**config.mk**
```make
export PLATFORM = sky130hd
export DESIGN_NAME = core_mem_arbiter_n
export DESIGN_NICKNAME = d
export VERILOG_FILES = /design/src/rtl/core_mem_arbiter_n.sv
export SDC_FILE = /design/constraint.sdc
export NUM_CORES = 1
export LEC_CHECK = 0
export CORE_AREA = 3 3 167 169
export CTS_CLUSTER_SIZE = 24
export DETAILED_ROUTE_END_ITERATION = 10
export DIE_AREA = 0 0 170 172
export SLEW_MARGIN = 20
export SYNTH_ARGS = -nofsm -noshare
export SYNTH_HDL_FRONTEND = slang
export SYNTH_SLANG_ARGS = --single-unit
```
**constraint.sdc**
```tcl
create_clock -name i_clk -period 7.97 [get_ports i_clk]
set_input_delay 1.594 -clock i_clk [delete_from_list [all_inputs] [get_ports i_clk]]
set_output_delay 1.594 -clock i_clk [all_outputs]
set_load 0.01 [all_outputs]
```
**src/rtl/core_mem_arbiter_n.sv**
```systemverilog
// Arbitrates NCH core-side requesters onto one memory port with a single outstanding transaction.
// RR=1 rotates priority after each completion; RR=0 always favours the lowest index.
module core_mem_arbiter_n #(
    parameter int AW  = 32,
    parameter int DW  = 32,
    parameter int NCH = 4,
    parameter int RR  = 1
) (
    input  logic                i_clk,
    input  logic                i_rst,
    input  logic                i_clk_en,
    input  logic [NCH-1:0]      i_req,
    input  logic [NCH-1:0]      i_we,
    input  logic [NCH*AW-1:0]   i_addr,
    input  logic [NCH*DW-1:0]   i_wdata,
    input  logic [NCH*DW/8-1:0] i_be,
    output logic [NCH-1:0]      o_ack,
    output logic [DW-1:0]       o_rdata,
    output logic [NCH-1:0]      o_stall,
    output logic                o_busy,
    output logic                o_mem_req,
    output logic                o_mem_we,
    output logic [AW-1:0]       o_mem_addr,
    output logic [DW-1:0]       o_mem_wdata,
    output logic [DW/8-1:0]     o_mem_be,
    input  logic                i_mem_ready,
    input  logic                i_mem_ack,
    input  logic [DW-1:0]       i_mem_rdata
);

    localparam int GW = (NCH > 1) ? $clog2(NCH) : 1;
    localparam int BW = DW / 8;

    // IDLE: pick a winner | REQ: request presented to memory | WAIT: accepted, awaiting response
    typedef enum logic [1:0] {IDLE, REQ, WAIT} state_t;

    state_t         state;
    logic [GW-1:0]  grant, rr_ptr, win_idx, ptr_next;
    logic [NCH-1:0] elig;
    logic           win_found, done;

    logic [AW-1:0]  addr_a  [NCH];
    logic [DW-1:0]  wdata_a [NCH];
    logic [BW-1:0]  be_a    [NCH];

    for (genvar g = 0; g < NCH; g++) begin : g_ch
        assign addr_a[g]  = i_addr[g*AW +: AW];
        assign wdata_a[g] = i_wdata[g*DW +: DW];
        assign be_a[g]    = i_be[g*BW +: BW];
        assign o_stall[g] = i_req[g] & ~o_ack[g] & ~(o_busy & (grant == GW'(g)));
    end

    // A channel being acked this cycle already has its result; re-issuing it would duplicate the access.
    assign elig     = i_req & ~o_ack;
    assign o_busy   = (state != IDLE);
    assign done     = ((state == REQ) && i_mem_ready && i_mem_ack) || ((state == WAIT) && i_mem_ack);
    assign ptr_next = (grant == GW'(NCH - 1)) ? '0 : grant + GW'(1);

    always_comb begin
        int k;
        logic [GW-1:0] idx;
        k         = 0;
        idx       = '0;
        win_found = 1'b0;
        win_idx   = '0;
        for (int i = 0; i < NCH; i++) begin
            k   = (RR != 0) ? ((int'(rr_ptr) + i) % NCH) : i;
            idx = GW'(k);
            if (!win_found && elig[idx]) begin
                win_found = 1'b1;
                win_idx   = idx;
            end
        end
    end

    always_ff @(posedge i_clk or posedge i_rst) begin
        if (i_rst) begin
            state       <= IDLE;
            grant       <= '0;
            rr_ptr      <= '0;
            o_ack       <= '0;
            o_rdata     <= '0;
            o_mem_req   <= 1'b0;
            o_mem_we    <= 1'b0;
            o_mem_addr  <= '0;
            o_mem_wdata <= '0;
            o_mem_be    <= '0;
        end else if (i_clk_en) begin
            o_ack <= done ? (NCH'(1) << grant) : '0;
            if (done && !o_mem_we)
                o_rdata <= i_mem_rdata;
            if (done && (RR != 0))
                rr_ptr <= ptr_next;
            case (state)
                IDLE: if (win_found) begin
                    grant       <= win_idx;
                    o_mem_we    <= i_we[win_idx];
                    o_mem_addr  <= addr_a[win_idx];
                    o_mem_wdata <= wdata_a[win_idx];
                    o_mem_be    <= be_a[win_idx];
                    o_mem_req   <= 1'b1;
                    state       <= REQ;
                end
                REQ: if (i_mem_ready) begin
                    o_mem_req <= 1'b0;
                    state     <= i_mem_ack ? IDLE : WAIT;
                end
                WAIT: if (i_mem_ack)
                    state <= IDLE;
                default: state <= IDLE;
            endcase
        end
    end

endmodule

```
---- Word level (Yosys, flattened, before mapping) ----
Cells that the tools add are included.
Widths: inputs -> output; s select.
word-level totals
  flip-flop bits (word level) ............. 112
  input port bits ......................... 317
  output and inout bits ................... 111
  word-level logic and storage cells ...... 110
cells by class
  add/subtract/negate cells ............... 4
  order comparisons ....................... 6
  eq/ne operators ......................... 8
  shift-type cells ........................ 1
  mux-type cells .......................... 37
  bitwise gates (word level) .............. 23
  reductions and logical operators ........ 21
operators with widths
  cell                 number
  $bmux 32 s2          2
  $mux 32              4
  $mux 2               9
  $lt 2x3->1 const B   5
  $and 1x1->1          12
  $mux 4               3
  $mux 1               11
  $bmux 1 s2           5
  $bmux 4 s2           1
  $not 1->1            8
  $reduce_and 4->1     2
  $logic_and 1x1->1    7
  $eq 2x2->1 const B   3
  $ne 2x2->1 const B   3
  $pmux 2 s3           1
  $add 2x1->2 const B  2
  $add 2x2->2 const B  2
  $and 4x4->4          1
  $eq 2x1->1 const B   2
  $logic_not 1->1      4
  $logic_not 2->1      2
  $not 4->4            1
  $reduce_and 2->1     2
  $reduce_bool 2->1    2
  other kinds (6)      6

---- Longest topological paths before layout ----
  depth in word-level cells ............... 18
  gate-level depth with buffers ........... 8
  mapped depth without buffers ............ 5

---- Least setup slack after synthesis ----
Ideal clock, no wire load.
  kind .................................... input to output
  start ................................... input i_req[1]
  end ..................................... output o_stall[1]
  arrival time ............................ 1,997 ps
  required time ........................... 6,376 ps
  slack ................................... 4,379 ps
  stages .................................. 3
  buffers on the path ..................... 1
  cell sequence ........................... nand2b_1 -> buf_4 -> a21oi_1
on the way
  longest elaborated chain between the ends .. 2
RTL lines
  element                    line  source
  start, declared            12    input logic [NCH-1:0] i_req,
  $and 1x1->1 (2 in series)  50    assign o_stall[g] = i_req[g] & ~o_ack[g] & ~(o_busy & (grant == GW'(g)));
  end, declared              19    output logic [NCH-1:0] o_stall,
No other way between the ends.

---- Worst setup path in the final report ----
  start ................................... input i_req[0]
  end ..................................... output o_stall[0]
The elaborated chain is that of the path after synthesis.

==> qor.txt <==
clk_lat worst skew: 0.36 ns
Routed Antenna Nets: 0
row cnt: 60
placer congestion estimate: 0.796
Iter 0 DRT Violations: 294
core area: 26700 µm²
routed vias: 6221
CTS max path bufs: 2
share of the synthesized area in the top cell type: 47.6%
top-count cell post-synth: dfrtp_1
Ports: 428
post-DP HPWL: 19200 µm
largest net degree at the start of global routing: 74
post-synthesis compound-gate area fraction: 31.5%
initial antenna violation count: 0
crit start category: input pin
asr flop ratio synth: 100%
Final Setup Violations: 0
Placement Cell Area: 10300 µm²
Area Overhead vs Synth: 81.0%
GRT Total Usage: 16.5%
post-layout min period: 4.77 ns
root buf cell: clkbuf_16
Hold WS: 0.502 ns
First-pass DRT Iterations: 6
RSZ-0062 raised after global routing: no
CTS H-tree lvls: 3
fin crit share: 59.8%
Max VDD drop: 0.000110 V
synth top area cells: dfrtp_1 48%, a22oi_1 8.8%, a221oi_1 8.8%
Fmax: 0.210 GHz
Seq/Total Area, Yosys: 47.6%
EDFF count, synth: 0
xor/xnor cell area share of the yosys netlist: 0.149%
Seq cells post-synth: 112
Synth cell types: 38
Setup TNS: 0 ns
worst setup path start: i_req[0]
Slew HR: 33.2%
diode count: 0
Post-synth top flop: dfrtp_1
CP max FO: 10
largest family of logic cells by synthesized area: compound AO/OA/AOI/OAI gates
status: complete, no violations
worst min path class: reg2reg
Final Max Tran Viols: 0
Synth area leader: dfrtp_1
cell count after synthesis: 555
worst hold stages: 1
simple-gate share of the synthesized area: 6.92%
Routed WL: 26000 µm
total grt overflow: 0
Critical Path AT: 3.17 ns
first-pass GRT wire length: 36800 µm
final cell area excluding filler cells: 10700 µm²
Post-synth top cells: 112 x dfrtp_1, 73 x nor2_1, 69 x a22oi_1, 65 x a21oi_1, 59 x a221oi_1
syn nets: 876
port buffer count: 427
Clock transition at path regs: 0.10 ns
Final Hold Vio Count: 0
hold_buf cts: 0
CP Capture Type: output pin
# Post-CTS Setup Buffers: 0
Vias/cell: 4.82
total CTS buffers: 9
Post-Route Skew: 0.0122 ns
number of global-route vias before repair: 6388
Sink Count: 112
Power per Cell Area: 313 nW/µm²
Starting Density: 22.1%
crit path kind: in2out
post_cts resized: 0
Mapped Area: 5890 µm²
LEAKAGE: 0.00406 µW
Synth Area in Adders: 0.849%
Synth warnings: 0
die area: 29200 µm²
Filler cells: 2653
share of cells above drive strength 1: 9.46%
hold wc startpoint: o_rdata[26]$_DFFE_PP0P_
DIE WIDTH: 170 µm
Nets: 1267
post-layout util: 39.9%
RR Startpoint: o_ack[0]$_DFFE_PP0P_
CP required: 6.38 ns
post-synthesis mux area share: 6.69%
Avg WL per Cell: 20.1 µm
Mapped Avg Cell Area: 10.6 µm²
DRC: 0
MaxCap Viol Count: 0
CTS tree: yes
chip height: 172 µm
Least-Margin Pin Slew: 1.00 ns
worst r2r path cells: 6
-- registers in the layout, summed over array words and instances (netlist names), 2 cells and up --
signal,count
grant,2
o_ack,4
o_mem_addr,32
o_mem_be,4
o_mem_wdata,32
o_rdata,32
rr_ptr,2
state,2
-- logic make-up (layout without fill, tap and decap cells) --
logic type / count (synthesis) / count (layout)
and+or+nand+nor: 96 / 96
muxes: 33 / 33
buffers and inverters: 66 / 462
adders and majority gates: 4 / 4
AOI/OAI and AO/OA: 243 / 243
xor gates and xnor gates: 1 / 1
DFF: 112 / 112
-- worst paths after layout --
kind                                          endpoint  slack (ns)
setup / recovery                            o_stall[0]        3.20
hold / removal                 o_rdata[26]$_DFFE_PP0P_        0.50
setup reg to reg           o_mem_wdata[15]$_DFFE_PP0P_        5.01
hold reg to reg                o_rdata[26]$_DFFE_PP0P_        0.50
max in group asynchronous   o_mem_addr[20]$_DFFE_PP0P_        4.96
min in group asynchronous      o_rdata[28]$_DFFE_PP0P_        1.71
-- per-layer routing --
metal / track usage (%) / routed length [µm] / vias up
met5: 0 / 0 / -
met4: 7.13 / 908 / 0
met3: 4.02 / 1890 / 41
met2: 29.0 / 13000 / 281
met1: 19.2 / 10200 / 3000
li1: - / - / 2899
-- layout make-up --
| class | instances | area (µm²) | area share, % |
|---|---|---|---|
| clock buffer | 9 | 225 | 2.11 |
| clock inverter | 7 | 93.8 | 0.880 |
| inverter | 12 | 47.5 | 0.446 |
| multi-input combinational | 377 | 2740 | 25.7 |
| sequential | 112 | 2800 | 26.3 |
| tap | 341 | 427 | 4.00 |
| timing repair buffer | 434 | 4330 | 40.6 |
-- placed cells by master, fill, tap and decap left out, drive strengths merged, types with 3 or more instances in the layout --
cell           netlist  final
inv                 12     18
ha                   4      4
nor2                73     73
a22oi               69     69
dfrtp              112    112
clkdlybuf4s50        0    427
nand2                9      9
clkbuf              11      9
a21oi               77     77
buf                 43      7
o21ai               14     14
nor2b                5      5
nand2b               4      4
o22ai                3      3
a221oi              70     70
mux2                33     33
-- report_power, final --
part / leakage [µW] / total, µW / internal [µW] / switching [µW]
combinational: 0.00260 / 1810 / 935 / 877
clock: 0.000155 / 499 / 233 / 266
sequential: 0.00131 / 1020 / 845 / 178
total: 0.00406 / 3330 / 2010 / 1320
-- critical path, cell delays in order --
cell,delay (ns)
clkdlybuf4s50_1,0.49
nand2b_1,0.29
a21oi_1,0.23
clkdlybuf4s50_1,0.56
-- per-stage QoR --
stage | cells | setup WS, ns | power (µW)
4_1_cts | 1292 | 3.21 | 3390
3_3_place_gp | 1276 | 3.19 | 2840
6_report | 1292 | 3.20 | 3330
3_5_place_dp | 1276 | 3.22 | 2870
2_1_floorplan | 555 | 3.42 | 1910
5_1_grt | 1292 | 3.14 | 3560
No activity file was read; power rests on OpenSTA's default activity.
